$ cat config.mk
export PLATFORM = sky130hd
export DESIGN_NAME = bus_timer
export DESIGN_NICKNAME = d
export VERILOG_FILES = /design/src/rtl/bus_timer_pkg.sv /design/src/rtl/bus_timer_prescaler.sv /design/src/rtl/bus_timer.sv
export SDC_FILE = /design/constraint.sdc
export NUM_CORES = 1
export LEC_CHECK = 0
export CORE_ASPECT_RATIO = 1.4
export CORE_UTILIZATION = 59
export DETAILED_ROUTE_END_ITERATION = 12
export GPL_TIMING_DRIVEN = 1
export PLACE_DENSITY = 0.86
export SYNTH_ARGS = -nofsm -noshare
export SYNTH_HDL_FRONTEND = slang
export SYNTH_HIERARCHICAL = 1
export SYNTH_SLANG_ARGS = --single-unit
$ cat constraint.sdc
create_clock -name clk -period 6.7 [get_ports clk]
set_input_delay 1.005 -clock clk [delete_from_list [all_inputs] [get_ports clk]]
set_output_delay 1.005 -clock clk [all_outputs]
set_load 0.005 [all_outputs]
$ cat src/rtl/bus_timer_pkg.sv
// Shared definitions for the bus_timer peripheral: register offsets, CTRL bit
// positions and the default base address of the 16-byte register window.
package bus_timer_pkg;

    localparam logic [31:0] TMR_BASE_ADDR = 32'hFFFF_F100;

    typedef enum logic [1:0] {
        TMR_CTRL  = 2'd0,
        TMR_PRESC = 2'd1,
        TMR_CMP   = 2'd2,
        TMR_COUNT = 2'd3
    } tmr_reg_e;

    localparam int CTRL_EN    = 0;
    localparam int CTRL_AUTO  = 1;
    localparam int CTRL_MATCH = 2;
    localparam int CTRL_IE    = 3;

endpackage

$ cat src/rtl/bus_timer_prescaler.sv
// Prescaler for bus_timer: emits a one-cycle tick every presc+1 enabled cycles.
// 'en' is the enable value for the coming cycle, so a disabling write clears
// pcnt on its own edge while a tick already due in that cycle still fires.
module bus_timer_prescaler #(
    parameter int PRESC_W = 16
) (
    input  logic               clk,
    input  logic               rst_n,
    input  logic               en,
    input  logic [PRESC_W-1:0] presc,
    output logic               tick
);

    logic               active;
    logic [PRESC_W-1:0] pcnt;

    assign tick = active && (pcnt == presc);

    // pcnt only advances in cycles where the counter was already running
    always_ff @(posedge clk or negedge rst_n) begin
        if (!rst_n) begin
            active <= 1'b0;
            pcnt   <= '0;
        end else begin
            active <= en;
            if (!en || !active || tick) begin
                pcnt <= '0;
            end else begin
                pcnt <= pcnt + 1'b1;
            end
        end
    end

endmodule

$ cat src/rtl/bus_timer.sv
// Memory-mapped prescaled 32-bit timer with compare register and sticky MATCH.
// Optional registered interrupt output enabled by defining BUS_TIMER_IRQ_EN.
import bus_timer_pkg::*;

module bus_timer #(
    parameter logic [31:0] BASE_ADDR = TMR_BASE_ADDR,
    parameter int          PRESC_W   = 16
) (
    input  logic        clk,
    input  logic        rst_n,
    input  logic [31:0] addr,
    input  logic        wen,
    input  logic [31:0] wdata,
    output logic [31:0] rdata
`ifdef BUS_TIMER_IRQ_EN
    ,
    output logic        irq
`endif
);

    logic               in_window;
    tmr_reg_e           reg_sel;
    logic               wr_ctrl;
    logic               wr_presc;
    logic               wr_cmp;
    logic               wr_count;

    logic               ctrl_en;
    logic               ctrl_auto;
    logic               ctrl_ie;
    logic               match_flag;
    logic [PRESC_W-1:0] presc;
    logic [31:0]        cmp;
    logic [31:0]        count;

    logic               en_next;
    logic               tick;
    logic               match_hit;

    assign in_window = (addr[31:4] == BASE_ADDR[31:4]);
    assign reg_sel   = tmr_reg_e'(addr[3:2]);
    assign wr_ctrl   = wen && in_window && (reg_sel == TMR_CTRL);
    assign wr_presc  = wen && in_window && (reg_sel == TMR_PRESC);
    assign wr_cmp    = wen && in_window && (reg_sel == TMR_CMP);
    assign wr_count  = wen && in_window && (reg_sel == TMR_COUNT);

    assign en_next   = wr_ctrl ? wdata[CTRL_EN] : ctrl_en;

    // A software load of COUNT suppresses match evaluation on that edge
    assign match_hit = tick && (count == cmp) && !wr_count;

    bus_timer_prescaler #(
        .PRESC_W (PRESC_W)
    ) u_prescaler (
        .clk   (clk),
        .rst_n (rst_n),
        .en    (en_next),
        .presc (presc),
        .tick  (tick)
    );

    always_ff @(posedge clk or negedge rst_n) begin
        if (!rst_n) begin
            ctrl_en   <= 1'b0;
            ctrl_auto <= 1'b0;
            ctrl_ie   <= 1'b0;
            presc     <= '0;
            cmp       <= 32'hFFFF_FFFF;
        end else begin
            if (wr_ctrl) begin
                ctrl_en   <= wdata[CTRL_EN];
                ctrl_auto <= wdata[CTRL_AUTO];
                ctrl_ie   <= wdata[CTRL_IE];
            end
            if (wr_presc) begin
                presc <= wdata[PRESC_W-1:0];
            end
            if (wr_cmp) begin
                cmp <= wdata;
            end
        end
    end

    // Setting MATCH takes priority over a simultaneous write-one-to-clear
    always_ff @(posedge clk or negedge rst_n) begin
        if (!rst_n) begin
            match_flag <= 1'b0;
        end else if (match_hit) begin
            match_flag <= 1'b1;
        end else if (wr_ctrl && wdata[CTRL_MATCH]) begin
            match_flag <= 1'b0;
        end
    end

    always_ff @(posedge clk or negedge rst_n) begin
        if (!rst_n) begin
            count <= '0;
        end else if (wr_count) begin
            count <= wdata;
        end else if (tick) begin
            if (match_hit && ctrl_auto) begin
                count <= '0;
            end else begin
                count <= count + 32'd1;
            end
        end
    end

`ifdef BUS_TIMER_IRQ_EN
    always_ff @(posedge clk or negedge rst_n) begin
        if (!rst_n) begin
            irq <= 1'b0;
        end else begin
            irq <= match_flag && ctrl_ie;
        end
    end
`endif

    always_comb begin
        rdata = '0;
        if (in_window && (addr[1:0] == 2'b00)) begin
            case (reg_sel)
                TMR_CTRL: begin
                    rdata[CTRL_EN]    = ctrl_en;
                    rdata[CTRL_AUTO]  = ctrl_auto;
                    rdata[CTRL_MATCH] = match_flag;
                    rdata[CTRL_IE]    = ctrl_ie;
                end
                TMR_PRESC: rdata[PRESC_W-1:0] = presc;
                TMR_CMP:   rdata = cmp;
                TMR_COUNT: rdata = count;
                default:   rdata = '0;
            endcase
        end
    end

endmodule

; ---- Word-level counts from Yosys, hierarchy flattened
; Index checks and enable logic that the tools add are counted.
[word_totals]
regBits = 100
in_bits = 67
out_inout_bits = 32
elab_cells = 47
[classes]
n_addsub = 2
eq_ne = 6
n_mux = 11
reduce_logical = 20
[ops]
columns = cell, count
row1 = two-way mux 32 bit, 4
row2 = one-hot mux 12 bit (3 select lines), 1
row3 = adder 32 x 1 -> 32 bit (second input constant), 1
row4 = equality test 32 bit, 1
row5 = one-hot mux 16 bit (2 select lines), 1
row6 = equality test 28 bit (second input constant), 1
row7 = adder 16 x 1 -> 16 bit (second input constant), 1
row8 = equality test 16 bit, 1
row9 = two-way mux 16 bit, 1
row10 = one-hot mux 4 bit (4 select lines), 1
row11 = logical AND 1 bit, 11
row12 = equality test 2 bit (second input constant), 2
row13 = zero test 2 bit, 2
row14 = nonzero test 2 bit, 2
row15 = zero test 1 bit, 3
row16 = two-way mux 1 bit, 3
row17 = equality test 2 x 1 -> 1 bit (second input constant), 1
row18 = logical OR 1 bit, 2

; ---- Logic depth before layout (Yosys ltp)
[depth]
ltp_word = 9
ltp_mapped = 11
mapped_depth_nobuf = 8

; ---- Cells and area by module
; The synthesis kept the hierarchy.
[modules_own_cells]
columns = mod, instances, cells_each, area_each_um2, seq_area_each_um2
row1 = bus_timer, 1, 510, 5411.4, 2142.1
row2 = bus_timer_prescaler, 1, 98, 1033.5, 425.4

; ---- Worst setup path after synthesis
; No wires, ideal clock.
[synth_path]
path_type = input port to output port
start = input addr[7]
end = output rdata[21]
t_arrival_ns = 2.541
required_ns = 5.695
setup_slack_ns = 3.154
path_stages = 9
path_buffers = 3
path_cell_list = nand4b_1 -> nor3_2 -> nand4_1 -> or3_1 -> buf_2 -> or2_2 -> buf_2 -> buf_6 -> nor2_1
[synth_between]
elab_chain_cells = 3
[synth_lines]
columns = element, line_no
row1 = start: declaration, bus_timer.sv:11  ; input logic [31:0] addr,
row2 = equality test 28 bit, bus_timer.sv:40  ; assign in_window = (addr[31:4] == BASE_ADDR[31:4]);
row3 = logical AND 1 bit, bus_timer.sv:121  ; if (in_window && (addr[1:0] == 2'b00)) begin
row4 = two-way mux 32 bit, bus_timer.sv:121
row5 = end: declaration, bus_timer.sv:14  ; output logic [31:0] rdata
; Every way passes these cells.

; ---- Worst setup path after layout
[layout_path]
start = input addr[25]
end = output rdata[22]
; The elaborated chain is that of the path after synthesis.

==> qor.json <==
{
  "outcome": {"value": "finished, final reports clean"},
  "avgRoutedWirePerCell": {"value": 19.9, "unit": "um"},
  "hold_violations": {"value": 0},
  "port_buffers": {"value": 98},
  "clock_tree.buffer_depth": {"value": 2},
  "rows": {"value": 44},
  "share_of_layout_cells_above_drive_strength_1": {"value": 0.190},
  "antenna_cells": {"value": 0},
  "critical_path_source_type": {"value": "input port"},
  "postCtsResizedCells": {"value": 0},
  "yosys.cell_types.count": {"value": 55},
  "worst-r2r-cell-count": {"value": 7},
  "average_size_of_a_mapped_cell": {"value": 10.6, "unit": "um^2"},
  "ir_worst_vdd": {"value": 0.127, "unit": "mV"},
  "max_freq": {"value": 0.208, "unit": "GHz"},
  "post-synth-top-area-cell": {"value": "dfrtp_1"},
  "hold_path.class": {"value": "reg -> reg"},
  "clkLatencyLatePin": {"value": 350, "unit": "ps"},
  "rsz0062_at_grt": {"value": "false"},
  "yosys.cell_count.top_type": {"value": "dfrtp_1"},
  "fin_worst_hold_slack": {"value": 503, "unit": "ps"},
  "powerDensity": {"value": 159, "unit": "nW/um^2"},
  "gr-usage-all-layers": {"value": 0.305},
  "filler_cell_count": {"value": 770},
  "wl_met1": {"value": 6430, "unit": "um"},
  "setup_viol_count_final": {"value": 0},
  "postSynth.topFlopCell": {"value": "dfrtp_1"},
  "core_box_area": {"value": 10500, "unit": "um^2"},
  "numClockSinks": {"value": 101},
  "timing.max_slew.rel_slack": {"value": 0.270},
  "drv.max_cap_violation_count": {"value": 0},
  "timing.setup.tns": {"value": 0, "unit": "ps"},
  "cp.arrival": {"value": 3790, "unit": "ps"},
  "ys_ff_latch": {"value": 101},
  "met3WireLength": {"value": 729, "unit": "um"},
  "post-cts-setup-buffers": {"value": 0},
  "drt-total-wl": {"value": 16400, "unit": "um"},
  "timing.critical_path.to_type": {"value": "output pin"},
  "post-dp-hpwl": {"value": 11800, "unit": "um"},
  "chipHeight": {"value": 126, "unit": "um"},
  "area.growth.synth_to_final": {"value": 18.2, "unit": "%"},
  "synth.area.top_cells": {"value": "dfrtp_1 (27%), dfstp_2 (13%), mux2_4 (9.3%)"},
  "drtIter0Drc": {"value": 410},
  "synth-edff-count": {"value": 0},
  "io_pins": {"value": 99},
  "top_signal_layer_used": {"value": "met4"},
  "critical_path.max_fanout": {"value": 17},
  "finalWorstPathRequiredPeriod": {"value": 4800, "unit": "ps"},
  "syn_inst": {"value": 608},
  "route.antenna.remaining_nets": {"value": 0},
  "finalClockSkew": {"value": 10.8, "unit": "ps"},
  "cp.required": {"value": 5690, "unit": "ps"},
  "ctsRootBufferMaster": {"value": "clkbuf_16"},
  "seq_area_frac_synth": {"value": 0.398},
  "holdBufCountCts": {"value": 0},
  "tightestPinTransition": {"value": 1090, "unit": "ps"},
  "grt_antenna_before_repair": {"value": 0},
  "cts_inserted_buffers": {"value": 9},
  "finalCritPeriodShare": {"value": 0.716},
  "async_reset_ff_frac": {"value": 1.00},
  "routabilityCongestion": {"value": 0.869},
  "final_net_count": {"value": 749},
  "first_global_vias": {"value": 5301},
  "ys_warn_count": {"value": 6},
  "leakage": {"value": 2.94, "unit": "nW"},
  "initial_utilization": {"value": 0.613},
  "maximum_number_of_pins_on_one_net_before_global_route_repair": {"value": 73},
  "die_width": {"value": 90.3, "unit": "um"},
  "netlist_top_cells_count": {"value": "dfrtp_1 (69), xnor2_1 (64), nor2_1 (53)"},
  "wire_length_of_the_first_global_routing_pass": {"value": 27100, "unit": "um"},
  "drtPass1Iterations": {"value": 5},
  "path_class": {"value": "in -> out"},
  "met2RoutedLength": {"value": 8550, "unit": "um"},
  "routed_via_count_divided_by_cell_count": {"value": 6.23},
  "yosys.area.top_type_share": {"value": 0.268},
  "maxSlewViolCount": {"value": 0},
  "clock_tree_from_tritoncts": {"value": "done"},
  "clkTransAtPathRegs": {"value": 60, "unit": "ps"},
  "total_nets_after_synthesis": {"value": 677},
  "dr_total_vias": {"value": 5118},
  "mappedNetlistArea": {"value": 6440, "unit": "um^2"},
  "whs_path_depth": {"value": 1},
  "floorplan.die_area": {"value": 11400, "unit": "um^2"},
  "overflow": {"value": 0},
  "clock_tree.htree_level_count": {"value": 3},
  "post_route_drc": {"value": 0}
}
==> layout by cell type, fill, tap and decap left out, types with 2 or more instances in the layout <==
cell / synthesis / layout
nor2_1: 53 / 53
o22a_1: 11 / 11
xnor2_1: 64 / 64
o21a_1: 9 / 9
a21oi_1: 22 / 22
a21boi_0: 6 / 6
nand4_1: 24 / 24
nand4b_1: 3 / 3
ha_1: 2 / 2
a31oi_1: 10 / 10
buf_4: 0 / 6
mux2i_1: 28 / 28
xor2_1: 5 / 5
a211oi_1: 2 / 2
mux4_2: 4 / 4
and2_1: 2 / 2
nor2_2: 3 / 3
and3_1: 9 / 9
o21ai_0: 8 / 8
clkbuf_1: 11 / 3
and4_1: 3 / 3
mux2_4: 40 / 40
mux2_2: 11 / 11
o31ai_1: 15 / 15
dfrtp_1: 69 / 69
nor3_1: 13 / 12
nor4_1: 6 / 6
nor2b_1: 15 / 15
inv_1: 9 / 9
clkdlybuf4s50_1: 0 / 96
nand2_1: 29 / 29
o311ai_0: 7 / 7
clkbuf_16: 0 / 9
nor3_2: 9 / 10
or3_1: 6 / 5
nand3_1: 19 / 19
nor4_2: 2 / 2
dfstp_2: 32 / 32
==> layer usage <==
metal | global-route usage | vias up
li1 | - | 2326
met1 | 0.368 | 2557
met2 | 0.527 | 182
met3 | 0.0531 | 53
met4 | 0.148 | 0
met5 | 0 | -
==> final timing paths <==
path	startpoint	end	slack, ps
min in group asynchronous	rst_n	u_prescaler/active	570
hold / removal	match_flag	match_flag	500
setup / recovery	addr[25]	rdata[22]	1900
setup reg to reg	u_prescaler/pcnt[3]	count[22]	3740
max in group asynchronous	rst_n	count[10]	4900
hold reg to reg	match_flag	match_flag	500
==> power by group <==
group / internal [mW] / switching [mW]
clock: 0.298 / 0.220
sequential: 0.611 / 0.000000108
combinational: 0.0459 / 0.0391
==> layout make-up <==
class,count,area (um^2),area share
flip-flops and latches,101,2570,0.337
multi-input cells,456,3550,0.466
inverters,9,33.8,0.00443
well taps,138,173,0.0227
clock buffers,13,250,0.0328
clock inverters,2,35.0,0.00460
repair buffers,103,1010,0.133
==> sequential cells by signal, indices dropped and copies added, names as in the netlist <==
| register | cells |
|---|---|
| u_prescaler/active | 1 |
| match_flag | 1 |
| u_prescaler/pcnt | 16 |
| ctrl_ie | 1 |
| cmp | 32 |
| presc | 16 |
| ctrl_en | 1 |
| ctrl_auto | 1 |
| count | 32 |
==> critical path: stages <==
cell	delay, ps
clkdlybuf4s50_1	460
nand4_1	110
nor3_2	200
nand4_1	130
or3_1	610
or2_2	560
nor2_1	190
clkdlybuf4s50_1	530
==> metrics by stage <==
step | cell area, um^2 | total power, mW | setup WS [ps] | std cells | util
final | 7620 | 1.21 | 1900 | 822 | 0.725
after global routing | 7620 | 1.25 | 1720 | 822 | 0.725
after CTS | 7620 | 1.22 | 1880 | 822 | 0.725
after detailed placement | 7330 | 0.706 | 1900 | 807 | 0.697
after global placement | 7330 | 0.704 | 2050 | 807 | 0.697
after floorplan | 6440 | 0.645 | 3150 | 608 | -
==> cells by family after synthesis <==
kind of cell | share of synthesized area
simple gates | 0.179
mux | 0.170
xor+xnor | 0.0938
compound gates | 0.103
buf+inv | 0.0520
flops | 0.398
fa+ha+maj | 0.00388
Note: power is estimated with default switching activity, not from simulation.
